<file path="src/rtl/mole_pkg.sv">
// Shared types, default constants and helpers for the mole visibility timer.
package mole_pkg;

   typedef enum logic {
      IDLE = 1'b0,
      RUN  = 1'b1
   } state_t;

   localparam int DEF_CNT_W          = 16;
   localparam int DEF_LVL_W          = 4;
   localparam int DEF_INIT_WINDOW    = 1000;
   localparam int DEF_MIN_WINDOW     = 200;
   localparam int DEF_STEP           = 50;
   localparam int DEF_HITS_PER_LEVEL = 5;

   // Subtract b from a but never go below floor_val; compares before subtracting.
   function automatic logic [31:0] sat_sub(input logic [31:0] a,
                                           input logic [31:0] b,
                                           input logic [31:0] floor_val);
      if (a < floor_val + b)
         return floor_val;
      return a - b;
   endfunction

endpackage

</file>
<file path="src/rtl/mole_difficulty.sv">
// Hit counter, difficulty level and the window that the next countdown load uses.
module mole_difficulty
   import mole_pkg::*;
#(
   parameter int CNT_W          = DEF_CNT_W,
   parameter int LVL_W          = DEF_LVL_W,
   parameter int INIT_WINDOW    = DEF_INIT_WINDOW,
   parameter int MIN_WINDOW     = DEF_MIN_WINDOW,
   parameter int STEP           = DEF_STEP,
   parameter int HITS_PER_LEVEL = DEF_HITS_PER_LEVEL
) (
   input  logic             clk_game,
   input  logic             rst_n,
   input  logic             enable,
   input  logic             hit_pulse,
   output logic [CNT_W-1:0] window,
   output logic [LVL_W-1:0] level
);

   localparam int HC_W = (HITS_PER_LEVEL > 1) ? $clog2(HITS_PER_LEVEL) : 1;
   localparam logic [HC_W-1:0] LAST_HIT = HC_W'(HITS_PER_LEVEL - 1);

   logic [HC_W-1:0]  hit_cnt_reg, hit_cnt_next;
   logic [LVL_W-1:0] level_reg, level_next;
   logic [CNT_W-1:0] window_reg, window_next;

   always_comb begin
      hit_cnt_next = hit_cnt_reg;
      level_next   = level_reg;
      window_next  = window_reg;
      if (!enable) begin
         hit_cnt_next = '0;
         level_next   = '0;
         window_next  = CNT_W'(INIT_WINDOW);
      end else if (hit_pulse) begin
         if (hit_cnt_reg == LAST_HIT) begin
            hit_cnt_next = '0;
            if (level_reg != {LVL_W{1'b1}})
               level_next = level_reg + LVL_W'(1);
            window_next = CNT_W'(sat_sub(32'(window_reg), 32'(STEP), 32'(MIN_WINDOW)));
         end else begin
            hit_cnt_next = hit_cnt_reg + HC_W'(1);
         end
      end
   end

   always_ff @(posedge clk_game or negedge rst_n) begin
      if (!rst_n) begin
         hit_cnt_reg <= '0;
         level_reg   <= '0;
         window_reg  <= CNT_W'(INIT_WINDOW);
      end else begin
         hit_cnt_reg <= hit_cnt_next;
         level_reg   <= level_next;
         window_reg  <= window_next;
      end
   end

   assign window = window_reg;
   assign level  = level_reg;

endmodule

</file>
<file path="src/rtl/mole_timer.sv">
// Per-mole visibility countdown with hit cancel and timeout pulse.
// Optional MOLE_TIMER_PAUSE_EN adds a pause input that freezes a running countdown.
module mole_timer
   import mole_pkg::*;
#(
   parameter int CNT_W          = DEF_CNT_W,
   parameter int INIT_WINDOW    = DEF_INIT_WINDOW,
   parameter int MIN_WINDOW     = DEF_MIN_WINDOW,
   parameter int STEP           = DEF_STEP,
   parameter int HITS_PER_LEVEL = DEF_HITS_PER_LEVEL,
   parameter int LVL_W          = DEF_LVL_W
) (
   input  logic             clk_game,
   input  logic             rst_n,
   input  logic             enable,
   input  logic             start_timer,
   input  logic             hit_pulse,
`ifdef MOLE_TIMER_PAUSE_EN
   input  logic             pause,
`endif
   output logic             timeout_pulse,
   output logic [CNT_W-1:0] window,
   output logic [LVL_W-1:0] level,
   output logic             running
);

   state_t           state_reg, state_next;
   logic [CNT_W-1:0] count_reg, count_next;
   logic             timeout_reg, timeout_next;
   logic             hold;

`ifdef MOLE_TIMER_PAUSE_EN
   assign hold = pause;
`else
   assign hold = 1'b0;
`endif

   mole_difficulty #(
      .CNT_W          (CNT_W),
      .LVL_W          (LVL_W),
      .INIT_WINDOW    (INIT_WINDOW),
      .MIN_WINDOW     (MIN_WINDOW),
      .STEP           (STEP),
      .HITS_PER_LEVEL (HITS_PER_LEVEL)
   ) u_difficulty (
      .clk_game  (clk_game),
      .rst_n     (rst_n),
      .enable    (enable),
      .hit_pulse (hit_pulse),
      .window    (window),
      .level     (level)
   );

   // Loads always use the registered window, so a same-cycle hit never affects them.
   always_comb begin
      state_next   = state_reg;
      count_next   = count_reg;
      timeout_next = 1'b0;
      if (!enable) begin
         state_next = IDLE;
         count_next = '0;
      end else begin
         case (state_reg)
            IDLE: begin
               if (start_timer) begin
                  count_next = window - CNT_W'(1);
                  state_next = RUN;
               end
            end
            RUN: begin
               if (hit_pulse) begin
                  state_next = IDLE;
                  count_next = '0;
               end else if (start_timer) begin
                  count_next = window - CNT_W'(1);
               end else if (!hold) begin
                  if (count_reg == '0) begin
                     timeout_next = 1'b1;
                     state_next   = IDLE;
                  end else begin
                     count_next = count_reg - CNT_W'(1);
                  end
               end
            end
            default: state_next = IDLE;
         endcase
      end
   end

   always_ff @(posedge clk_game or negedge rst_n) begin
      if (!rst_n) begin
         state_reg   <= IDLE;
         count_reg   <= '0;
         timeout_reg <= 1'b0;
      end else begin
         state_reg   <= state_next;
         count_reg   <= count_next;
         timeout_reg <= timeout_next;
      end
   end

   assign timeout_pulse = timeout_reg;
   assign running       = (state_reg == RUN);

endmodule

</file>
<file path="config.mk">
export PLATFORM = sky130hd
export DESIGN_NAME = mole_timer
export DESIGN_NICKNAME = d
export VERILOG_FILES = /design/src/rtl/mole_pkg.sv /design/src/rtl/mole_difficulty.sv /design/src/rtl/mole_timer.sv
export SDC_FILE = /design/constraint.sdc
export NUM_CORES = 1
export LEC_CHECK = 0
export ABC_AREA = 1
export CAP_MARGIN = 10
export CORE_MARGIN = 10
export CORE_UTILIZATION = 55
export CTS_CLUSTER_DIAMETER = 200
export CTS_CLUSTER_SIZE = 25
export DETAILED_ROUTE_END_ITERATION = 8
export PLACE_DENSITY = 0.8
export SKIP_CTS_REPAIR_TIMING = 1
export SKIP_LAST_GASP = 1
export SYNTH_ARGS = -nofsm -noshare
export SYNTH_HDL_FRONTEND = slang
export SYNTH_HIERARCHICAL = 1
export SYNTH_SLANG_ARGS = --single-unit
</file>
<file path="constraint.sdc">
create_clock -name clk_game -period 1.87 [get_ports clk_game]
set_input_delay 0.374 -clock clk_game [delete_from_list [all_inputs] [get_ports clk_game]]
set_output_delay 0.374 -clock clk_game [all_outputs]
set_load 0.01 [all_outputs]
</file>
==> impl_metrics.py, run 1 <==
metrics = {
    "critical_path": {
        "worstPathArrival_ps": 1440,
        "critPathTopFamily": "flip-flops",
        "slowest_stage": "dfstp_2",
        "worstPathCellList": "clkdlybuf4s50_1",
        "slowest_delay_ps": 590,
        "crit_cells": 1,
        "path_buf_inv": 1,
        "cp.required_ps": 1500,
        "reg2regPathDepth": 8,
        "r2r_slack_ps": 110,
        "end_kind": "output pin",
        "worstPathMaxFanout": 6,
        "path_class": "reg -> out",
        "startpoint_type": "register",
    },
    "floorplanning": {
        "dieWidth_um": 94.1,
        "rows": 26,
        "dieHeight_um": 94.1,
        "io_pins": 27,
        "core_um2": 5200,
        "start_util_pct": 58.0,
        "dieArea_um2": 8850,
    },
    "sta": {
        "max_slew_margin_pct": 64.4,
        "skew_ps": 7.00,
        "fin_crit_ps": 1810,
        "max_freq_ghz": 0.552,
        "final-max-slew-violation-count": 0,
        "finalCritPeriodShare_pct": 97.0,
        "setup_viol": 0,
        "worstMarginPinSlew_ps": 534,
        "finalHoldViolCount": 0,
    },
    "worst_hold_path": {
        "hp-class": "in -> async",
    },
    "finish": {
        "largest_reg_flops": 16,
        "layout-drive-gt1-share_pct": 18.9,
        "fin_nets": 487,
        "syn2layout_area_growth_pct": 18.1,
        "n_antenna_cell": 0,
        "finish.utilization_pct": 68.5,
        "num-fill-cells": 455,
    },
    "pwr": {
        "peakVddDrop_mv": 0.822,
        "powerDensity_nw_per_um2": 879,
        "power_mw": 3.13,
        "cellLeakagePower_nw": 1.72,
    },
    "synth": {
        "synthAdderAreaFrac_pct": 2.49,
        "synth_xor_area_share_pct": 5.51,
        "ys_ff_latch": 40,
        "async_flop_share_pct": 100,
        "synth_top_cell_by_area": "dfrtp_1",
        "synth-simple-area-share_pct": 42.0,
        "ys_seq_area_share_pct": 33.4,
        "synth_area_per_cell_um2": 6.92,
        "netlist_instances": 436,
        "synth.top_cell.area_share_pct": 28.2,
        "syn_nets": 447,
        "ys_types": 39,
        "muxShareOfSynthArea_pct": 0,
        "synth_area_leaders": "dfrtp_1 28%, nand2_1 16%, nand3_1 7.0%",
        "synthTopCellsByCount": "128 x nand2_1, 47 x nor2_1, 42 x nand3_1",
        "synth_area_um2": 3020,
        "synth-edff-count": 0,
        "synth_most_common_cell": "nand2_1",
        "yosysWarnings": 6,
        "synth_top_family_by_area": "simple AND/OR/NAND/NOR gates",
        "synth_ff_type": "dfrtp_1",
        "synth_compound_gate_area_share_pct": 8.75,
    },
    "drt": {
        "drc_errors": 0,
        "totalWireLength_mm": 8.04,
        "avgRoutedWirePerCell_um": 14.7,
        "drt-initial-drc-count": 218,
        "num_vias": 3010,
        "via_per_inst": 5.50,
        "drt.antenna.violating_nets": 0,
        "drt_pre_antenna_iters": 5,
    },
    "clock_network": {
        "cts_sinks": 40,
        "clk_path_buf_depth": 2,
        "cts_max_level": 2,
        "cts_root_buf": "clkbuf_8",
        "cts_tree": "yes",
        "clk_latency_ps": 300,
        "path_clk_slew_ps": 80,
        "numCtsBuffers": 5,
    },
    "global_route": {
        "grt_first_pass_wirelength_mm": 13.6,
        "overflow": 0,
        "grt_max_degree": 22,
        "antenna_found_initial": 0,
        "grt_usage_pct": 18.8,
        "grt_pass1_vias": 2945,
    },
    "job": {
        "max-cap-violations": 0,
    },
    "placement": {
        "place.gp.congestion": 0.903,
        "port_buffers": 25,
        "dp_hpwl_mm": 6.09,
    },
    "outcome": {
        "outcome": "finished clean",
    },
}
placed cells by master (no fill, tap or decap), types with 2 or more instances in the layout:
| cell | n |
|---|---|
| clkbuf_8 | 6 |
| dfrtp_2 | 3 |
| nor2_2 | 10 |
| nand3_2 | 5 |
| dlymetal6s2s_1 | 4 |
| xor2_1 | 11 |
| nand2_2 | 15 |
| o22ai_1 | 6 |
| nand3_1 | 42 |
| nor2_1 | 47 |
| nand2_1 | 128 |
| a21oi_1 | 10 |
| clkdlybuf4s50_1 | 20 |
| buf_12 | 3 |
| xnor2_1 | 8 |
| o21ai_0 | 11 |
| o21ai_1 | 8 |
| inv_2 | 16 |
| nor2_4 | 5 |
| o21bai_1 | 2 |
| dfrtp_1 | 31 |
| clkinvlp_4 | 2 |
| dfstp_2 | 6 |
| o31ai_1 | 2 |
| ha_1 | 6 |
| inv_1 | 32 |
| nor3_2 | 2 |
| nand4_1 | 7 |
| buf_4 | 11 |
| nand3b_1 | 3 |
worst paths after layout:
kind	startpoint	to
max	u_difficulty/window[9]	window[9]
min	rst_n	timeout_pulse
max reg2reg	count_reg[1]	count_reg[6]
min reg2reg	count_reg[15]	count_reg[15]
max in group asynchronous	rst_n	u_difficulty/window[12]
min in group clk_game	count_reg[15]	count_reg[15]
cell families (layout without fill, tap and decap cells):
logic type / after synthesis / in the layout
AND/OR/NAND/NOR: 271 / 271
buffers and inverters: 55 / 96
AO/OA/AOI/OAI: 44 / 44
flip-flops: 40 / 40
XOR/XNOR: 19 / 19
adder cells (fa/ha/maj): 6 / 6
other: 1 / 1
power breakdown:
| part | switching, mW | internal (mW) |
|---|---|---|
| Sequential | 0.205 | 1.01 |
| Clock | 0.325 | 0.299 |
| Combinational | 0.777 | 0.512 |
final cells by class:
| type | count | area, um2 | area share, % |
|---|---|---|---|
| multi-input cells | 341 | 1780 | 50.1 |
| well taps | 70 | 87.6 | 2.46 |
| clock buffers | 6 | 82.6 | 2.32 |
| flip-flops and latches | 40 | 1010 | 28.4 |
| repair buffers | 39 | 398 | 11.2 |
| clock inverters | 2 | 15.0 | 0.421 |
| inverters | 49 | 184 | 5.16 |
per-stage QoR:
stage	TNS (ps)	setup slack, ps	area (um2)	instances	hold slack, ps
after global routing	-1.83	-1.83	3560	547	61.4
after global placement	0	75.2	3420	535	367
after detailed placement	0	21.7	3420	535	372
final	0	57.0	3560	547	40.3
after floorplan	0	412	3020	436	78.4
after CTS	-145	-48.7	3510	543	38.5
per-layer routing:
| layer | share of wire [%] | up-vias | GRT usage [%] |
|---|---|---|---|
| li1 | - | 1474 | - |
| met1 | 42 | 1429 | 22.3 |
| met2 | 51 | 92 | 32.7 |
| met3 | 5.1 | 15 | 3.76 |
| met4 | 1.4 | 0 | 6.46 |
| met5 | 0 | - | 0 |
No activity file was read; power rests on OpenSTA's default activity.
==> inputs of run 2 (changes only) <==
--- a/config.mk
+++ b/config.mk
@@ -7,14 +7,16 @@
 export LEC_CHECK = 0
 export ABC_AREA = 1
 export CAP_MARGIN = 10
+export CORE_ASPECT_RATIO = 1.5
 export CORE_MARGIN = 10
-export CORE_UTILIZATION = 55
+export CORE_UTILIZATION = 53
 export CTS_CLUSTER_DIAMETER = 200
 export CTS_CLUSTER_SIZE = 25
 export DETAILED_ROUTE_END_ITERATION = 8
 export PLACE_DENSITY = 0.8
 export SKIP_CTS_REPAIR_TIMING = 1
 export SKIP_LAST_GASP = 1
+export SLEW_MARGIN = 20
 export SYNTH_ARGS = -nofsm -noshare
 export SYNTH_HDL_FRONTEND = slang
 export SYNTH_HIERARCHICAL = 1
==> constraint.sdc (replaced) <==
create_clock -name clk_game -period 1.49 [get_ports clk_game]
set_input_delay 0.298 -clock clk_game [delete_from_list [all_inputs] [get_ports clk_game]]
set_output_delay 0.298 -clock clk_game [all_outputs]
set_load 0.01 [all_outputs]
==> run 2 against run 1 <==
  * The run now ends with negative setup slack left
  * First-iteration DRC count grew 110%
  * Core utilization grew 15 points
  * Sequential share of layout area shrank 6.1 points
  * Combinational power grew 98%
  * Critical path depth grew 9
  * Wire length grew 51%
  * Total power grew 61%
  * Cell count grew 14%
  * Final area grew 29%
  * Critical path type is now reg -> reg
  * Critical endpoint is now count_reg[11]
  * Highest routed layer unchanged
==> impl_metrics.py, run 2 (same netlist as run 1, synthesis figures left out) <==
metrics = {
    "outcome": {
        "outcome": "finished, violations left",
        "violations": "negative setup slack",
    },
    "pwr": {
        "cellLeakagePower_nw": 2.46,
        "p_comb_share_pct": 50.8,
        "switching_share_pct": 42.1,
        "p_seq_share_pct": 30.9,
        "peakVddDrop_mv": 1.13,
        "powerDensity_nw_per_um2": 1100,
        "p_clk_share_pct": 18.2,
        "intPower_mw": 2.91,
        "switchingPower_mw": 2.12,
    },
    "floorplanning": {
        "dieHeight_um": 112,
        "dieArea_um2": 9170,
        "io_pins": 27,
        "dieWidth_um": 81.6,
        "start_util_pct": 55.0,
        "rows": 33,
        "core_um2": 5490,
    },
    "critical_path": {
        "reg2regPathDepth": 10,
        "path_class": "reg -> reg",
        "end_kind": "register",
        "slowest_stage": "dfrtp_1",
        "crit_cells": 10,
        "worstPathMaxFanout": 5,
        "cp.required_ps": 1730,
        "critPathTopFamily": "simple AND/OR/NAND/NOR gates",
        "slowest_delay_ps": 480,
        "worstPathCellList": "nor2_2 > nand2_1 > nor2_4 > buf_6 > nand2_1 > xnor2_1 > nand2_1 > o21ai_1 > nand2_1 > nand2_1",
        "startpoint_type": "register",
        "path_buf_inv": 1,
        "cpMostUsedCell": "nand2_1",
        "r2r_slack_ps": -280,
        "worstPathArrival_ps": 2010,
    },
    "drt": {
        "dr_wl_met3_um": 976,
        "avgRoutedWirePerCell_um": 19.5,
        "num_vias": 3826,
        "met1_length_mm": 4.00,
        "via_per_inst": 6.15,
        "drt.antenna.violating_nets": 0,
        "totalWireLength_mm": 12.1,
        "drt-initial-drc-count": 466,
        "drc_errors": 0,
        "top_layer": "met4",
        "drt_pre_antenna_iters": 6,
        "wl_met2_mm": 6.03,
    },
    "clock_network": {
        "path_clk_slew_ps": 90,
        "cts_tree": "yes",
        "numCtsBuffers": 5,
        "cts_root_buf": "clkbuf_8",
        "cts_max_level": 2,
        "cts_sinks": 40,
        "clk_path_buf_depth": 2,
        "clk_latency_ps": 300,
    },
    "worst_hold_path": {
        "hp-class": "in -> async",
    },
    "finish": {
        "multi_input_area_um2": 2130,
        "mostFrequentLayoutCells": "107 x nand2_1, 76 x buf_4, 39 x nand3_1",
        "finish.utilization_pct": 83.5,
        "n_antenna_cell": 0,
        "register_area_um2": 1020,
        "syn2layout_area_growth_pct": 51.9,
        "finalInstanceArea_um2": 4580,
        "num-fill-cells": 268,
        "largest_reg_flops": 16,
        "fin_nets": 562,
        "layout.cells.most_common": "nand2_1",
        "layout-drive-gt1-share_pct": 42.0,
    },
    "placement": {
        "place_area_um2": 3790,
        "place.gp.congestion": 1.02,
        "port_buffers": 25,
        "dp_hpwl_mm": 6.50,
    },
    "sta": {
        "fin_ws_ps": -275,
        "setup_tns_ps": -4010,
        "max_freq_ghz": 0.566,
        "holdWs_ps": 498,
        "final-max-slew-violation-count": 0,
        "finalCritPeriodShare_pct": 118,
        "fin_crit_ps": 1770,
        "skew_ps": 9.05,
        "rsz0062_at_grt": "yes",
        "finalHoldViolCount": 0,
        "setup_viol": 32,
    },
    "global_route": {
        "grt_usage_pct": 19.4,
        "grt_max_degree": 41,
        "overflow": 0,
        "antenna_found_initial": 0,
        "grt_pass1_vias": 3258,
        "grt_first_pass_wirelength_mm": 14.5,
    },
    "job": {
        "max-cap-violations": 0,
    },
}
run 2: worst reg2reg max path, cell delays in order (launching register included):
cell     delay (ps)
dfrtp_1         480
nor2_2          210
nand2_1         130
nor2_4          250
buf_6           140
nand2_1          50
xnor2_1         170
nand2_1          90
o21ai_1          80
nand2_1          60
nand2_1          60
run 2: area by class of cell:
type                            instances  area share (%)
Timing Repair Buffer                  113            22.5
Timing Repair inverter                  1           0.191
Inverter                               49            4.28
Tap cell                               70            1.91
Sequential cell                        40            22.3
Clock buffer                            6            1.58
Multi-Input combinational cell        341            46.5
Clock inverter                          2           0.764
run 2: power by group through the flow:
stage          Clock (mW)  Combinational [mW]  Sequential, mW
3_5_place_dp            0                1.86            1.52
6_report            0.917                2.56            1.56
5_1_grt             0.949                2.73            1.57
4_1_cts             0.911                1.88            1.50
2_1_floorplan           0                1.02            1.53
3_3_place_gp            0                1.81            1.51
run 2: routing by layer:
metal	global-route usage, %	vias up
li1	-	1627
met1	19.8	1765
met2	34.6	305
met3	4.15	129
met4	11.0	0
met5	0	-
run 2: path summary, 6_finish.rpt:
| check | from | endpoint |
|---|---|---|
| max | u_difficulty/window[4] | count_reg[11] |
| min | rst_n | count_reg[0] |
| max reg2reg | u_difficulty/window[4] | count_reg[11] |
| min reg2reg | u_difficulty/level[2] | u_difficulty/level[2] |
| max in group asynchronous | rst_n | u_difficulty/window[9] |
| min in group clk_game | u_difficulty/level[2] | u_difficulty/level[2] |
run 2: through the flow:
stage,cells,setup WS [ps],total power [mW]
floorplan,436,31.8,2.55
global placement,585,-208,3.32
detailed placement,585,-257,3.38
CTS,593,-293,4.29
global route,622,-438,5.24
finish,622,-275,5.03
